==> config.mk <==
export PLATFORM = sky130hd
export DESIGN_NAME = pc_sequencer
export DESIGN_NICKNAME = d
export VERILOG_FILES = /design/src/rtl/pc_sequencer.sv
export SDC_FILE = /design/constraint.sdc
export NUM_CORES = 1
export LEC_CHECK = 0
export CORE_MARGIN = 5
export CORE_UTILIZATION = 47
export CTS_BUF_LIST = sky130_fd_sc_hd__clkbuf_2
export DETAILED_ROUTE_END_ITERATION = 10
export PLACE_DENSITY = 0.78
export SYNTH_ARGS = -nofsm -noshare
export SYNTH_HDL_FRONTEND = slang
export SYNTH_SLANG_ARGS = --single-unit
==> constraint.sdc <==
create_clock -name clk -period 2.2 [get_ports clk]
set_clock_uncertainty 0.15 [all_clocks]
set_input_delay 0.44 -clock clk [delete_from_list [all_inputs] [get_ports clk]]
set_output_delay 0.44 -clock clk [all_outputs]
set_load 0.01 [all_outputs]
==> src/rtl/pc_sequencer.sv <==
// pc_sequencer: multi-cycle stage controller for the RV32I core.
//
// Steps each instruction through FETCH, DECODE, EXECUTE, MEMORY and
// WRITEBACK, handshaking with the unified instruction/data memory, and
// produces the program-counter control word plus IR/RF/memory strobes.
// Keeps a retired-instruction count and halts with a sticky fault on an
// illegal opcode or a memory request that is not acknowledged in time.
//
// Ports:
//   clk           system clock, rising edge
//   reset         synchronous, active-high reset
//   opcode        instruction bits [6:0], sampled in DECODE
//   branch_taken  ALU branch comparison, sampled in EXECUTE
//   mem_ready     memory acknowledge for the current request
//   mem_req       memory request (FETCH and MEMORY)
//   mem_we        memory write enable (STORE in MEMORY only)
//   ir_load       instruction-register load strobe
//   rf_we         register-file write enable
//   pc_control    {pc_reset, pc_enable, pc_src, jalr}
//   stage         current state code (FETCH=0 .. HALT=5)
//   fault         sticky halt flag
//   instret       retired-instruction counter
module pc_sequencer #(
  parameter int MAX_WAIT = 15
) (
  input  logic        clk,
  input  logic        reset,
  input  logic [6:0]  opcode,
  input  logic        branch_taken,
  input  logic        mem_ready,
  output logic        mem_req,
  output logic        mem_we,
  output logic        ir_load,
  output logic        rf_we,
  output logic [3:0]  pc_control,
  output logic [2:0]  stage,
  output logic        fault,
  output logic [31:0] instret
);

  localparam int WAIT_W = (MAX_WAIT < 2) ? 1 : $clog2(MAX_WAIT + 1);
  localparam logic [WAIT_W-1:0] WAIT_LIMIT = WAIT_W'(MAX_WAIT);

  localparam logic [6:0] OP_LUI    = 7'b0110111;
  localparam logic [6:0] OP_AUIPC  = 7'b0010111;
  localparam logic [6:0] OP_JAL    = 7'b1101111;
  localparam logic [6:0] OP_JALR   = 7'b1100111;
  localparam logic [6:0] OP_BRANCH = 7'b1100011;
  localparam logic [6:0] OP_LOAD   = 7'b0000011;
  localparam logic [6:0] OP_STORE  = 7'b0100011;
  localparam logic [6:0] OP_IMM    = 7'b0010011;
  localparam logic [6:0] OP_REG    = 7'b0110011;

  typedef enum logic [2:0] {
    S_FETCH     = 3'd0,
    S_DECODE    = 3'd1,
    S_EXECUTE   = 3'd2,
    S_MEMORY    = 3'd3,
    S_WRITEBACK = 3'd4,
    S_HALT      = 3'd5
  } state_t;

  state_t             r_state;
  state_t             w_next;
  logic [WAIT_W-1:0]  r_wait;
  logic [6:0]         r_op;
  logic               r_taken;
  logic               r_fault;
  logic [31:0]        r_instret;

  logic w_legal;
  logic w_timeout;
  logic w_mem_req;
  logic w_mem_we;
  logic w_ir_load;
  logic w_rf_we;
  logic w_retire;
  logic w_pc_src;
  logic w_jalr;
  logic w_is_mem_op;

  always_comb begin
    w_legal = 1'b0;
    case (opcode)
      OP_LUI, OP_AUIPC, OP_JAL, OP_JALR, OP_BRANCH,
      OP_LOAD, OP_STORE, OP_IMM, OP_REG: w_legal = 1'b1;
      default:                           w_legal = 1'b0;
    endcase
  end

  // A ready arriving on the limit cycle wins, hence the !mem_ready term.
  assign w_timeout   = (r_wait == WAIT_LIMIT) && !mem_ready;
  assign w_is_mem_op = (r_op == OP_LOAD) || (r_op == OP_STORE);

  always_comb begin
    w_next    = r_state;
    w_mem_req = 1'b0;
    w_mem_we  = 1'b0;
    w_ir_load = 1'b0;
    w_rf_we   = 1'b0;
    w_retire  = 1'b0;
    unique case (r_state)
      S_FETCH: begin
        w_mem_req = 1'b1;
        if (mem_ready) begin
          w_ir_load = 1'b1;
          w_next    = S_DECODE;
        end else if (w_timeout) begin
          w_next = S_HALT;
        end
      end
      S_DECODE:  w_next = w_legal ? S_EXECUTE : S_HALT;
      S_EXECUTE: w_next = w_is_mem_op ? S_MEMORY : S_WRITEBACK;
      S_MEMORY: begin
        w_mem_req = 1'b1;
        w_mem_we  = (r_op == OP_STORE);
        if (mem_ready) begin
          // A STORE has nothing to write back, so it retires on the ack.
          if (r_op == OP_STORE) begin
            w_retire = 1'b1;
            w_next   = S_FETCH;
          end else begin
            w_next = S_WRITEBACK;
          end
        end else if (w_timeout) begin
          w_next = S_HALT;
        end
      end
      S_WRITEBACK: begin
        w_rf_we  = (r_op != OP_BRANCH);
        w_retire = 1'b1;
        w_next   = S_FETCH;
      end
      S_HALT:  w_next = S_HALT;
      default: w_next = S_HALT;
    endcase
    w_pc_src = w_retire && ((r_op == OP_JAL) || ((r_op == OP_BRANCH) && r_taken));
    w_jalr   = w_retire && (r_op == OP_JALR);
  end

  always_ff @(posedge clk) begin
    if (reset) begin
      r_state <= S_FETCH;
    end else begin
      r_state <= w_next;
    end
  end

  // Wait counter only advances while stalled in a memory state; any state
  // change (including re-entry into FETCH after a retire) clears it.
  always_ff @(posedge clk) begin
    if (reset) begin
      r_wait    <= '0;
      r_instret <= '0;
      r_fault   <= 1'b0;
    end else begin
      if ((w_next == r_state) && ((r_state == S_FETCH) || (r_state == S_MEMORY))) begin
        r_wait <= r_wait + 1'b1;
      end else begin
        r_wait <= '0;
      end
      if (w_retire) begin
        r_instret <= r_instret + 32'd1;
      end
      if (w_next == S_HALT) begin
        r_fault <= 1'b1;
      end
    end
  end

  // Instruction latches need no reset: they are always rewritten before use.
  always_ff @(posedge clk) begin
    if (r_state == S_DECODE) begin
      r_op <= opcode;
    end
    if (r_state == S_EXECUTE) begin
      r_taken <= branch_taken;
    end
  end

  // Reset overrides outputs combinationally so the PC clears on the same edge.
  assign mem_req    = !reset && w_mem_req;
  assign mem_we     = !reset && w_mem_we;
  assign ir_load    = !reset && w_ir_load;
  assign rf_we      = !reset && w_rf_we;
  assign pc_control = reset ? 4'b1000 : {1'b0, w_retire, w_pc_src, w_jalr};
  assign stage      = reset ? 3'd0 : r_state;
  assign fault      = !reset && r_fault;
  assign instret    = reset ? 32'd0 : r_instret;

endmodule

==> run metrics <==
Async S/R FF share, synth=0; placed cell count=447; Synth area leader=dfxtp_1; violated checks=negative setup slack; CTS tree=done; die height=83.13 um; global route overflow=0; outcome=complete, but fails checks; crit start category=flip-flop; Final #Nets=409; critical-path cell list=nor3_2, buf_4, a41oi_4, nor2_2, buf_4, nor4b_4, buf_2; Synth Flop Type=dfxtp_1; WP data required=1.61 ns; Final Util=0.7242; Slew Viols, Final=0; worst rel slew slack=0.7016; GRT Overall Usage=0.1902; first-pass GRT wire length=11.14 mm; drt pass-1 iters=4; f_max=0.3964 GHz; hold_buf cts=0; CP Class=flip-flop to output pin; clock sink count=48; io pins=55; DRC viols=0; antenna cells=0; CTS root buf=clkbuf_2; Worst VDD drop=0.0003968 V; Longest Clk Path Bufs=2; ANT nets after route=0; actual slew at the worst max-slew pin=0.4456 ns; via count=2,412; routed wire length=6.710 mm; RSZ-0062 raised after global routing=yes; GP Congestion=0.8975; H-tree levels=2; Area Overhead vs Synth=48.08%; starting DRC count in detailed routing=172; die area=6911 um^2; largest net degree at the start of global routing=30; crit path DAT=1.93 ns; Final min period=2.523 ns; Final setup viols=10; power per cell area=412.2 nW/um^2; vias in the first global route=2,412; cell row count=26; WL/cell=14.40 um; area of the core=5140 um^2; Die W=83.13 um; Worst-path clk slew=0.22 ns; EDFF count, synth=8; fin worst setup slack=-0.3228 ns; initial antenna violation count=0; Synth area leaders=dfxtp_1 32%, edfxtp_1 9.6%, xnor2_1 9.1%, nor2b_1 8.5%, nor2_1 6.1%; Crit path top cell by count=buf_4; Final Hold Vio Count=0; Hold WC Path Type=input port to flip-flop; worst skew pair latency=0.43 ns; dpl cell area=3453 um^2; PortBufs=54; vias per inst=5.176; Seq cells post-synth=48; Critical Path End Type=output pin; leakage power=1.600 nW; Synthesized Nets=308; max incr delay on CP=0.44 ns; Design Area, Final=3722 um^2; starting density of the core=0.4890; slowest stage cell, crit path=edfxtp_1; Detail Placement HPWL=4.570 mm; crit share post-route=1.147; YS warnings=0; Synth top area share=0.3186; fraction of layout cells with a size suffix above 1=0.3030; sequential share of the synthesized area=0.4141; Avg Inst Size Synth=8.521 um^2; Post-Syn Area=2514 um^2; Non-Filler Instances=466; CTS buffer count=5; MaxCap Viol Count=0; hold slack=0.1768 ns; Post-Synthesis Cells=295; count of cell types in the netlist=45; CP max FO=2
==> sequential cells by signal (all words and copies together), names as in the netlist <==
name and count:
r_fault 1, r_taken 1, r_state 3, r_instret 32, r_op 7, r_wait 4
==> per-layer routing <==
metal	up-vias	track usage	part of all wire
met5	-	0	0
met4	0	0.08172	0.032
met3	18	0.03069	0.031
met2	55	0.3127	0.49
met1	1112	0.2460	0.45
li1	1227	-	-
==> cells by family after synthesis <==
group                    synth area share
AO/OA/AOI/OAI                     0.07019
XOR/XNOR                           0.1010
adder cells (fa/ha/maj)          0.009954
buffers and inverters             0.04082
flip-flops                         0.4141
multiplexers                     0.003982
AND/OR/NAND/NOR                    0.3599
==> power breakdown <==
group	switching [W]	total, W	internal (W)
clock network	0.000269	0.000335	0.0000664
logic	0.000134	0.000269	0.000135
registers	0.0000160	0.000930	0.000914
==> metrics by stage <==
step	setup slack, ns	power [W]	TNS, ns
2_1_floorplan	-0.02794	0.001065	-0.02794
3_3_place_gp	-0.4196	0.001180	-3.833
3_5_place_dp	-0.4598	0.001184	-4.325
4_1_cts	-0.3117	0.001527	-1.012
5_1_grt	-0.4507	0.001600	-2.134
6_report	-0.3228	0.001534	-1.241
==> worst paths after layout <==
path | from | end | slack, ns | cells past startpoint
hold / removal | reset | r_state[2] | 0.18 | 2
setup reg to reg | r_op[2] | r_instret[29] | -0.10 | 8
setup / recovery | r_op[2] | pc_control[0] | -0.32 | 7
hold reg to reg | r_wait[0] | r_wait[0] | 0.32 | 1
==> cell type report <==
type,count,area (um^2)
clock buffer,5,25.02
clock inverter,2,7.507
fill,411,1418
inverter,8,30.03
multi-input combinational,221,1468
sequential,48,1092
tap,70,87.58
timing repair buffer,112,1012
==> repair_timing <==
| item | 4_1_cts | 5_1_grt |
|---|---|---|
| gates resized for setup | 67 | 38 |
| pin swaps | 6 | 7 |
| endpoints found under the setup margin | 30 | 36 |
| setup buffers | 7 | 6 |
==> worst max-delay path: cells and delay by family (launching register included) <==
family                 cells  cell delay [ns]
AO/OA/AOI/OAI              1             0.12
flip-flops                 1             0.44
AND/OR/NAND/NOR            3             0.50
buffers and inverters      3             0.45
==> synth_stat cells (2+ instances only) <==
master    count
ha_1          2
nand2_1      15
nor4_1       10
or3_1         7
a31oi_1       2
nand4b_1      2
nor3_1       14
edfxtp_1      8
o21ai_0       6
nor4b_1       7
xnor2_1      26
nor3b_1       4
nand3_1      10
and4_1        2
nor2b_1      34
nor2_1       41
xor2_1        3
a41oi_1       2
and3_1        2
nand4_1       6
dfxtp_1      40
a21oi_1       7
inv_1         8
clkbuf_1     16
==> placed cells by master (no fill, tap or decap), types with 8 or more instances in the layout <==
cell,netlist,routed
buf_4,1,54
nand3_1,10,10
nor2b_1,34,34
clkdlybuf4s50_1,0,22
nor2_1,41,38
dfxtp_1,40,11
nand2_1,15,14
inv_1,8,8
nor3_1,14,12
xnor2_1,26,26
dlygate4sd2_1,0,12
dlymetal6s2s_1,0,12
edfxtp_1,8,8
nor4_1,10,9
dfxtp_2,0,23
Power figures use the tool's default switching activity.
